[config.mk]
export PLATFORM = sky130hd
export DESIGN_NAME = control_sequencer
export DESIGN_NICKNAME = d
export VERILOG_FILES = /design/src/rtl/control_sequencer.sv
export SDC_FILE = /design/constraint.sdc
export NUM_CORES = 1
export LEC_CHECK = 0
export ABC_AREA = 1
export BUFFER_PORTS_ARGS = -buffer_cell sky130_fd_sc_hd__buf_2
export CORE_MARGIN = 2
export CORE_UTILIZATION = 35
export DETAILED_ROUTE_END_ITERATION = 12
export HOLD_SLACK_MARGIN = 0.1
export PLACE_DENSITY = 0.64
export RECOVER_POWER = 100
export SLEW_MARGIN = 20
export SYNTH_ARGS = -nofsm -noshare
export SYNTH_HDL_FRONTEND = slang
export SYNTH_SLANG_ARGS = --single-unit
[constraint.sdc]
create_clock -name clock -period 3.7 [get_ports clock]
set_input_delay 0.555 -clock clock [delete_from_list [all_inputs] [get_ports clock]]
set_output_delay 0.555 -clock clock [all_outputs]
set_load 0.01 [all_outputs]
[src/rtl/control_sequencer.sv]
// control_sequencer
//   Hardwired Moore control unit for the Mini SRC CPU. Steps each instruction
//   through fetch (T0..T2), decode (T3) and execute (T4..T7), and drives the
//   datapath strobes, register-select controls and memory requests.
//
// Ports
//   clock            system clock, rising-edge active
//   reset            synchronous active-high; forces T0, blanks all outputs
//   opcode[4:0]      IR[31:27], valid from T3 onward
//   con_ff           branch condition from CON logic (used in br T6)
//   mem_ready        memory finished the pending Read/Write this cycle
//   stop             halt request, sampled in T0 only
//   Gra/Grb/Grc      register field select to select/encode stage
//   e_Rin/e_Rout/BAout register file enables to select/encode stage
//   PCout..OutPortin datapath strobes
//   Read/Write       memory requests
//   alu_op[4:0]      ALU function
//   run              1 while executing, 0 when halted or in reset
module control_sequencer (
  input  logic       clock,
  input  logic       reset,
  input  logic [4:0] opcode,
  input  logic       con_ff,
  input  logic       mem_ready,
  input  logic       stop,
  output logic       Gra,
  output logic       Grb,
  output logic       Grc,
  output logic       e_Rin,
  output logic       e_Rout,
  output logic       BAout,
  output logic       PCout,
  output logic       PCin,
  output logic       IncPC,
  output logic       MARin,
  output logic       MDRin,
  output logic       MDRout,
  output logic       IRin,
  output logic       Yin,
  output logic       Zin,
  output logic       Zhighout,
  output logic       Zlowout,
  output logic       Cout,
  output logic       HIin,
  output logic       HIout,
  output logic       LOin,
  output logic       LOout,
  output logic       CONin,
  output logic       InPortout,
  output logic       OutPortin,
  output logic       Read,
  output logic       Write,
  output logic [4:0] alu_op,
  output logic       run
);

  typedef enum logic [3:0] {
    S_T0, S_T1, S_T2, S_T3, S_T4, S_T5, S_T6, S_T7, S_HALT
  } state_t;

  typedef enum logic [3:0] {
    C_R, C_IMM, C_NEG, C_MUL, C_LDI, C_LD, C_ST, C_BR,
    C_JR, C_JAL, C_IN, C_OUT, C_MFLO, C_MFHI, C_NOP, C_HALT
  } cls_t;

  localparam logic [4:0] ALU_ADD = 5'b00011;

  state_t     state_q, state_d;
  cls_t       cls_q, cls_d, cls_cur;
  logic [4:0] op_q;

  function automatic cls_t decode(input logic [4:0] op);
    cls_t c;
    case (op)
      5'b00000: c = C_LD;
      5'b00001: c = C_LDI;
      5'b00010: c = C_ST;
      5'b00011, 5'b00100, 5'b00101, 5'b00110, 5'b00111,
      5'b01000, 5'b01001, 5'b01010, 5'b01011: c = C_R;
      5'b01100, 5'b01101, 5'b01110: c = C_IMM;
      5'b01111, 5'b10000: c = C_MUL;
      5'b10001, 5'b10010: c = C_NEG;
      5'b10011: c = C_BR;
      5'b10100: c = C_JAL;
      5'b10101: c = C_JR;
      5'b10110: c = C_IN;
      5'b10111: c = C_OUT;
      5'b11000: c = C_MFLO;
      5'b11001: c = C_MFHI;
      5'b11011: c = C_HALT;
      default:  c = C_NOP;
    endcase
    return c;
  endfunction

  // IR only becomes valid in T3, so T3 decodes the live opcode; later
  // states use the class/opcode captured at the end of T3.
  assign cls_d   = decode(opcode);
  assign cls_cur = (state_q == S_T3) ? cls_d : cls_q;

  always_comb begin
    state_d = state_q;
    case (state_q)
      S_T0: state_d = stop ? S_HALT : S_T1;
      S_T1: state_d = mem_ready ? S_T2 : S_T1;
      S_T2: state_d = S_T3;
      S_T3: begin
        case (cls_cur)
          C_HALT: state_d = S_HALT;
          C_JR, C_IN, C_OUT, C_MFLO, C_MFHI, C_NOP: state_d = S_T0;
          default: state_d = S_T4;
        endcase
      end
      S_T4: state_d = (cls_cur == C_NEG || cls_cur == C_JAL) ? S_T0 : S_T5;
      S_T5: state_d = (cls_cur == C_R || cls_cur == C_IMM || cls_cur == C_LDI) ? S_T0 : S_T6;
      S_T6: begin
        case (cls_cur)
          C_LD:    state_d = mem_ready ? S_T7 : S_T6;
          C_ST:    state_d = S_T7;
          default: state_d = S_T0;
        endcase
      end
      S_T7: begin
        if (cls_cur == C_LD) state_d = S_T0;
        else                 state_d = mem_ready ? S_T0 : S_T7;
      end
      S_HALT:  state_d = S_HALT;
      default: state_d = S_T0;
    endcase
  end

  always_ff @(posedge clock) begin
    if (reset) begin
      state_q <= S_T0;
      cls_q   <= C_NOP;
      op_q    <= 5'b0;
    end else begin
      state_q <= state_d;
      if (state_q == S_T3) begin
        cls_q <= cls_d;
        op_q  <= opcode;
      end
    end
  end

  // Output decode from state (plus captured class). Reset blanks everything
  // combinationally so nothing leaks out in the cycle reset is raised.
  always_comb begin
    Gra = 1'b0; Grb = 1'b0; Grc = 1'b0;
    e_Rin = 1'b0; e_Rout = 1'b0; BAout = 1'b0;
    PCout = 1'b0; PCin = 1'b0; IncPC = 1'b0; MARin = 1'b0;
    MDRin = 1'b0; MDRout = 1'b0; IRin = 1'b0; Yin = 1'b0; Zin = 1'b0;
    Zhighout = 1'b0; Zlowout = 1'b0; Cout = 1'b0;
    HIin = 1'b0; HIout = 1'b0; LOin = 1'b0; LOout = 1'b0; CONin = 1'b0;
    InPortout = 1'b0; OutPortin = 1'b0; Read = 1'b0; Write = 1'b0;
    alu_op = 5'b0;
    run = 1'b0;
    if (!reset) begin
      run = (state_q != S_HALT);
      case (state_q)
        S_T0: if (!stop) begin
          PCout = 1'b1; MARin = 1'b1; IncPC = 1'b1; Zin = 1'b1;
        end
        S_T1: begin
          Zlowout = 1'b1; PCin = 1'b1; Read = 1'b1; MDRin = 1'b1;
        end
        S_T2: begin
          MDRout = 1'b1; IRin = 1'b1;
        end
        S_T3: begin
          case (cls_cur)
            C_R, C_IMM:        begin Grb = 1'b1; e_Rout = 1'b1; Yin = 1'b1; end
            C_NEG:             begin Grb = 1'b1; e_Rout = 1'b1; alu_op = opcode; Zin = 1'b1; end
            C_MUL:             begin Gra = 1'b1; e_Rout = 1'b1; Yin = 1'b1; end
            C_LDI, C_LD, C_ST: begin Grb = 1'b1; BAout = 1'b1; Yin = 1'b1; end
            C_BR:              begin Gra = 1'b1; e_Rout = 1'b1; CONin = 1'b1; end
            C_JR:              begin Gra = 1'b1; e_Rout = 1'b1; PCin = 1'b1; end
            C_JAL:             begin PCout = 1'b1; Grb = 1'b1; e_Rin = 1'b1; end
            C_IN:              begin InPortout = 1'b1; Gra = 1'b1; e_Rin = 1'b1; end
            C_OUT:             begin Gra = 1'b1; e_Rout = 1'b1; OutPortin = 1'b1; end
            C_MFLO:            begin LOout = 1'b1; Gra = 1'b1; e_Rin = 1'b1; end
            C_MFHI:            begin HIout = 1'b1; Gra = 1'b1; e_Rin = 1'b1; end
            default: ;
          endcase
        end
        S_T4: begin
          case (cls_cur)
            C_R:               begin Grc = 1'b1; e_Rout = 1'b1; alu_op = op_q; Zin = 1'b1; end
            C_IMM:             begin Cout = 1'b1; alu_op = op_q; Zin = 1'b1; end
            C_NEG:             begin Zlowout = 1'b1; Gra = 1'b1; e_Rin = 1'b1; end
            C_MUL:             begin Grb = 1'b1; e_Rout = 1'b1; alu_op = op_q; Zin = 1'b1; end
            C_LDI, C_LD, C_ST: begin Cout = 1'b1; alu_op = ALU_ADD; Zin = 1'b1; end
            C_BR:              begin PCout = 1'b1; Yin = 1'b1; end
            C_JAL:             begin Gra = 1'b1; e_Rout = 1'b1; PCin = 1'b1; end
            default: ;
          endcase
        end
        S_T5: begin
          case (cls_cur)
            C_R, C_IMM, C_LDI: begin Zlowout = 1'b1; Gra = 1'b1; e_Rin = 1'b1; end
            C_MUL:             begin Zlowout = 1'b1; LOin = 1'b1; end
            C_LD, C_ST:        begin Zlowout = 1'b1; MARin = 1'b1; end
            C_BR:              begin Cout = 1'b1; alu_op = ALU_ADD; Zin = 1'b1; end
            default: ;
          endcase
        end
        S_T6: begin
          case (cls_cur)
            C_MUL: begin Zhighout = 1'b1; HIin = 1'b1; end
            C_LD:  begin Read = 1'b1; MDRin = 1'b1; end
            C_ST:  begin Gra = 1'b1; e_Rout = 1'b1; MDRin = 1'b1; end
            C_BR:  begin Zlowout = 1'b1; PCin = con_ff; end
            default: ;
          endcase
        end
        S_T7: begin
          case (cls_cur)
            C_LD:    begin MDRout = 1'b1; Gra = 1'b1; e_Rin = 1'b1; end
            C_ST:    begin MDRout = 1'b1; Write = 1'b1; end
            default: ;
          endcase
        end
        default: ;
      endcase
    end
  end

endmodule

Word-level counts from Yosys, hierarchy flattened
Memory sizes are Yosys's and may differ from the RTL's. Cells that the tools add are included.

ROM bits: 128. Input port bits: 10. Output and inout bits: 33. Memories: 1. Bits in registers: 13. Logic and storage cells: 140.

Memories: (no name shown) (words 32, bits a word 4, read ports 1, clocked after memory_dff 0, write ports 0, RTL line 74) `case (op)`.

Equality and inequality tests: 24. Reductions and logical operators: 18. Multiplexer cells: 94.

Operator list (number): 1-bit two-way mux (65); 4-bit == test (second input constant) (9); 4-bit case mux with 9 select lines (1); 4-bit by 3-bit == test with 1-bit output (second input constant) (8); 7-bit OR reduction (3); 4-bit by 2-bit == test with 1-bit output (second input constant) (4); 1-bit case mux with 4 select lines (4); 5-bit case mux with 3 select lines (1); 1-bit case mux with 2 select lines (7); 3-bit two-way mux (4); 3-bit OR reduction (4); 6-bit OR reduction (2); 5-bit two-way mux (2); 5-bit case mux with 2 select lines (1); 4-bit by 1-bit == test with 1-bit output (second input constant) (2); 4-bit zero test (2); 4-bit two-way mux (2); 4-bit case mux with 2 select lines (1); 4-bit OR reduction (2); 1-bit case mux with 3 select lines (2); 3-bit case mux with 2 select lines (1); 1-bit case mux with 5 select lines (1); 2-bit two-way mux (2); 4-bit inequality test (second input constant) (1); 2 further kinds (5).

Logic depth before layout (Yosys ltp)
Depth in word-level cells: 7. Mapped depth: 15. Depth with buffers taken out: 15.

Worst setup path before layout
No wires, ideal clock.

Path type: input to output. From: in opcode[0]. To: out Zhighout. Path buffers: 1. Setup slack: 1.194 ns. Data required time: 3.145 ns. Arrival time: 1.951 ns. Stages on the path: 12. Cells stage by stage: inv_1 > ha_1 > inv_1 > nand2_1 > nand2_1 > nand3_1 > nand3_4 > nand2_4 > inv_1 > nand2_1 > nor2_1 > buf_4.

Cells in the longest elaborated chain, start to end: 6.

RTL lines: from (decl) (RTL line 22) `input logic [4:0] opcode,`; memory read 32 x 4 bit; 4-bit two-way mux; 4-bit by 2-bit == test with 1-bit output; 1-bit two-way mux (3 in series); to (decl) (RTL line 41) `output logic Zhighout,`.

Every way passes these cells.

Final worst setup path
From: reg state_q[0]. To: out Zin.

Cells in the longest elaborated chain, start to end: 7. Elaborated cells between the ends (all ways): 19. Those cells by class: eq/ne: 10; mux: 6; reduce/logical: 3.

RTL lines: from (decl) (RTL line 68) `state_t state_q, state_d;`; from (signal assigned) (RTL line 138) `state_q <= state_d;`; 4-bit by 2-bit == test with 1-bit output (RTL line 99, 160); 4-bit two-way mux; 4-bit by 1-bit == test with 1-bit output, or another cell as far along (RTL line 187) `case (cls_cur)`; 6-bit OR reduction (no source line); 1-bit two-way mux (RTL line 187); 1-bit case mux with 4 select lines * (RTL line 160) `case (state_q)`; 1-bit two-way mux * (RTL line 158) `if (!reset) begin`; to (decl) (RTL line 40) `output logic Zin,`.

Every way passes the cells marked *; elsewhere a longest branch is shown, timed or not.

==> flow_summary.yaml <==
hold_path:
  hold_path_end: "op_q[2]$_SDFFE_PP0N_"
  worstHoldStart: "op_q[2]$_SDFFE_PP0N_"
  holdPathStages: 2
  hold_class: "flip-flop to flip-flop"
sta:
  rsz0062_at_grt: "false"
  max_freq_mhz: 311
  finalCriticalPeriod_ns: 3.22
  tightest_slew_ns: 0.841
  tns_ns: 0
  slew_viol_final: 0
  relSlewSlack_pct: 43.5
  fin_crit_sh_pct: 87.0
  setup_violations: 0
  clock_skew_ns: 0.00508
  hold_violations: 0
  fin_ws_ns: 0.480
placed_design:
  hpwl_um: 3770
  io_buffers: 42
  dp_slack_ns: 0.840
  gp_congestion: 0.990
  placed_area_um2: 1880
routing:
  wl_per_cell_um: 13.4
  drt-vias-per-instance: 5.07
  drt_iter0_drc: 158
  drtPass1Iterations: 4
  antenna_left: 0
  num_vias: 1815
  wirelength_um: 4780
  drc: 0
setup_path:
  critPathMaxFanout: 15
  r2r_slack_ns: 1.26
  cp_slowest_stage_delay_ns: 0.41
  critPathCaptureType: "output pin"
  rr_worst_depth: 13
  crit_start: "state_q[0]$_SDFF_PP0_"
  path_cells: "nand2_1, nor2_4, nand3_1, nand3_1, nand2_1, nor2_4, nand2_1, a31oi_1, clkbuf_1"
  crit_top_cell: "nand2_1"
  required_ns: 3.14
  r2r-end: "state_q[2]$_SDFF_PP0_"
  path_class: "flip-flop to output pin"
  critPathArrivalTime_ns: 2.67
  r2r-start: "state_q[0]$_SDFF_PP0_"
  cpMaxStageDelayCell: "dfxtp_1"
  cp-start-kind: "flip-flop"
global_route:
  grtUsageMet2_pct: 28.0
  first_global_vias: 1636
  grt_max_degree: 27
  use_met3_pct: 2.78
  grt_overflow: 0
  grt_pass1_wl_um: 8000
  grtUsageTotal_pct: 19.4
  grt-busiest-layer: "met1"
  grtUsageMet1_pct: 29.4
  antenna_found_initial: 0
synth:
  yosysUniqueCellTypes: 34
  synth_edf_count: 0
  synth_cells: 266
  synthArstFlopShare_pct: 0
  synth-seq-cells: 13
  synthTopCellsByArea: "dfxtp_1 16%, nand2_1 16%, nor2_1 8.1%, nand3_1 7.4%, nand2_4 6.9%"
  avgSynthCellArea_um2: 6.13
  syn_nets: 280
  synth.yosys.seq_area_share_pct: 16.0
  synth_warnings: 0
  yosys.area.top_type_share_pct: 16.0
  ys.flop_type: "dfxtp_1"
  synth_area_leader_cell: "dfxtp_1"
  synthesis.area_um2: 1630
clock_network:
  clock_latency_ns: 0.25
  cts.path.max_buffers: 2
  clk_pin_slew_ns: 0.06
  cts_tree: "yes"
  root_buffer: "clkbuf_8"
  cts_resized: 0
  cts_setup_buffers: 0
  cts-htree-levels: 1
  cts_buffers: 3
  cts_hold_buf: 0
  cts_sinks: 13
pwr:
  p_seq_share_pct: 38.7
  p_switching_w: 0.000133
  pwr-share-comb_pct: 26.5
  power.leakage_nw: 0.855
  intPower_w: 0.000253
  pwr_density_cell_nw_per_um2: 212
  swShare_pct: 34.5
  ir_drop_mv: 0.115
  pwr-share-clk_pct: 34.8
die:
  start_util_pct: 37.0
  die_h_um: 72.3
  dieArea_um2: 5220
  die_w_um: 72.3
  ios: 43
  core-area_um2: 4410
  rows: 24
outcome:
  status: "complete, no violations"
job:
  cap_viol_max_count: 0
layout:
  nets: 321
  areaGrowthSynthToFinish_pct: 11.7
  fill_cells: 513
  drive_above_1_share_pct: 16.7
  antenna_cells: 0
  final_area_um2: 1820
[final cells by class]
cell class,count,area [um2],area share [%]
multi-input cells,211,1130,61.8
well taps,52,65.1,3.57
clock buffers,4,45.0,2.47
inverters,35,136,7.48
repair buffers,43,189,10.4
flip-flops and latches,13,260,14.3
[sequential cells by signal (all words and copies together) (netlist names)]
signal and cells:
state_q 4, op_q 5, cls_q 4
[worst max-delay path by stage]
| stage | endpoint | depth (start not counted) |
|---|---|---|
| after floorplan | Zhighout | 12 |
| after global placement | Grb | 14 |
| after detailed placement | alu_op[1] | 13 |
| after CTS | alu_op[1] | 11 |
| after global routing | Zlowout | 10 |
| final | Zin | 9 |
[layout by cell type (no fill, tap or decap), drive strengths merged]
master / instances
a211oi: 1
a21boi: 1
a21o: 1
a21oi: 14
a31oi: 4
and3: 1
buf: 20
clkbuf: 27
clkinv: 1
dfxtp: 13
ha: 4
inv: 34
nand2: 86
nand3: 28
nand4: 1
nor2: 47
nor3: 9
nor4: 1
o21ai: 9
o22ai: 4
[Yosys cell counts, types with 3 or more instances]
| library cell | instances |
|---|---|
| nand2_1 | 68 |
| nor2_1 | 35 |
| inv_1 | 29 |
| nand3_1 | 24 |
| a21oi_1 | 14 |
| dfxtp_1 | 13 |
| nand2_4 | 10 |
| nor3_1 | 9 |
| nand2_2 | 7 |
| o21ai_0 | 7 |
| nor2_4 | 6 |
| a31oi_1 | 4 |
| ha_1 | 4 |
| inv_2 | 4 |
| nor2_8 | 4 |
| o22ai_1 | 4 |
| clkbuf_1 | 3 |
| nand3_2 | 3 |
[per-layer routing]
metal	wire (um)	part of all wire (%)
met5	0	0
met2	2030	43
met1	2350	49
met3	366	7.7
met4	32	0.67
[power by group through the flow]
stage,logic (W),clock network [W],registers (W)
finish,0.000102,0.000134,0.000150
floorplan,0.0000758,0,0.000152
global route,0.000115,0.000145,0.000150
CTS,0.000107,0.000136,0.000150
detailed placement,0.000106,0,0.000153
global placement,0.000106,0,0.000153
[critical path: cells and delay by family (launching register included)]
kind                   cells  cell delay [ns]
AOI/OAI and AO/OA          1             0.23
DFF                        1             0.41
buffers and inverters      1             0.18
and+or+nand+nor            7             1.60
[cells by family (layout without fill, tap and decap cells)]
kind of cell / count (synthesis) / in the layout / share of synthesized area, %
adders and majority gates: 4 / 4 / 3.07
DFF: 13 / 13 / 16.0
and+or+nand+nor: 173 / 173 / 58.5
AOI/OAI and AO/OA: 34 / 34 / 11.7
buffers and inverters: 42 / 82 / 10.7
[per-stage QoR]
step | utilization [%] | hold WS (ns) | instances | power, W
floorplan | - | 0.439 | 266 | 0.000228
CTS | 43.5 | 0.473 | 358 | 0.000393
finish | 41.3 | 0.468 | 358 | 0.000386
global route | 41.3 | 0.488 | 358 | 0.000411
global placement | 42.5 | 0.454 | 354 | 0.000259
detailed placement | 42.5 | 0.464 | 354 | 0.000259
(Power assumes the default switching activity.)
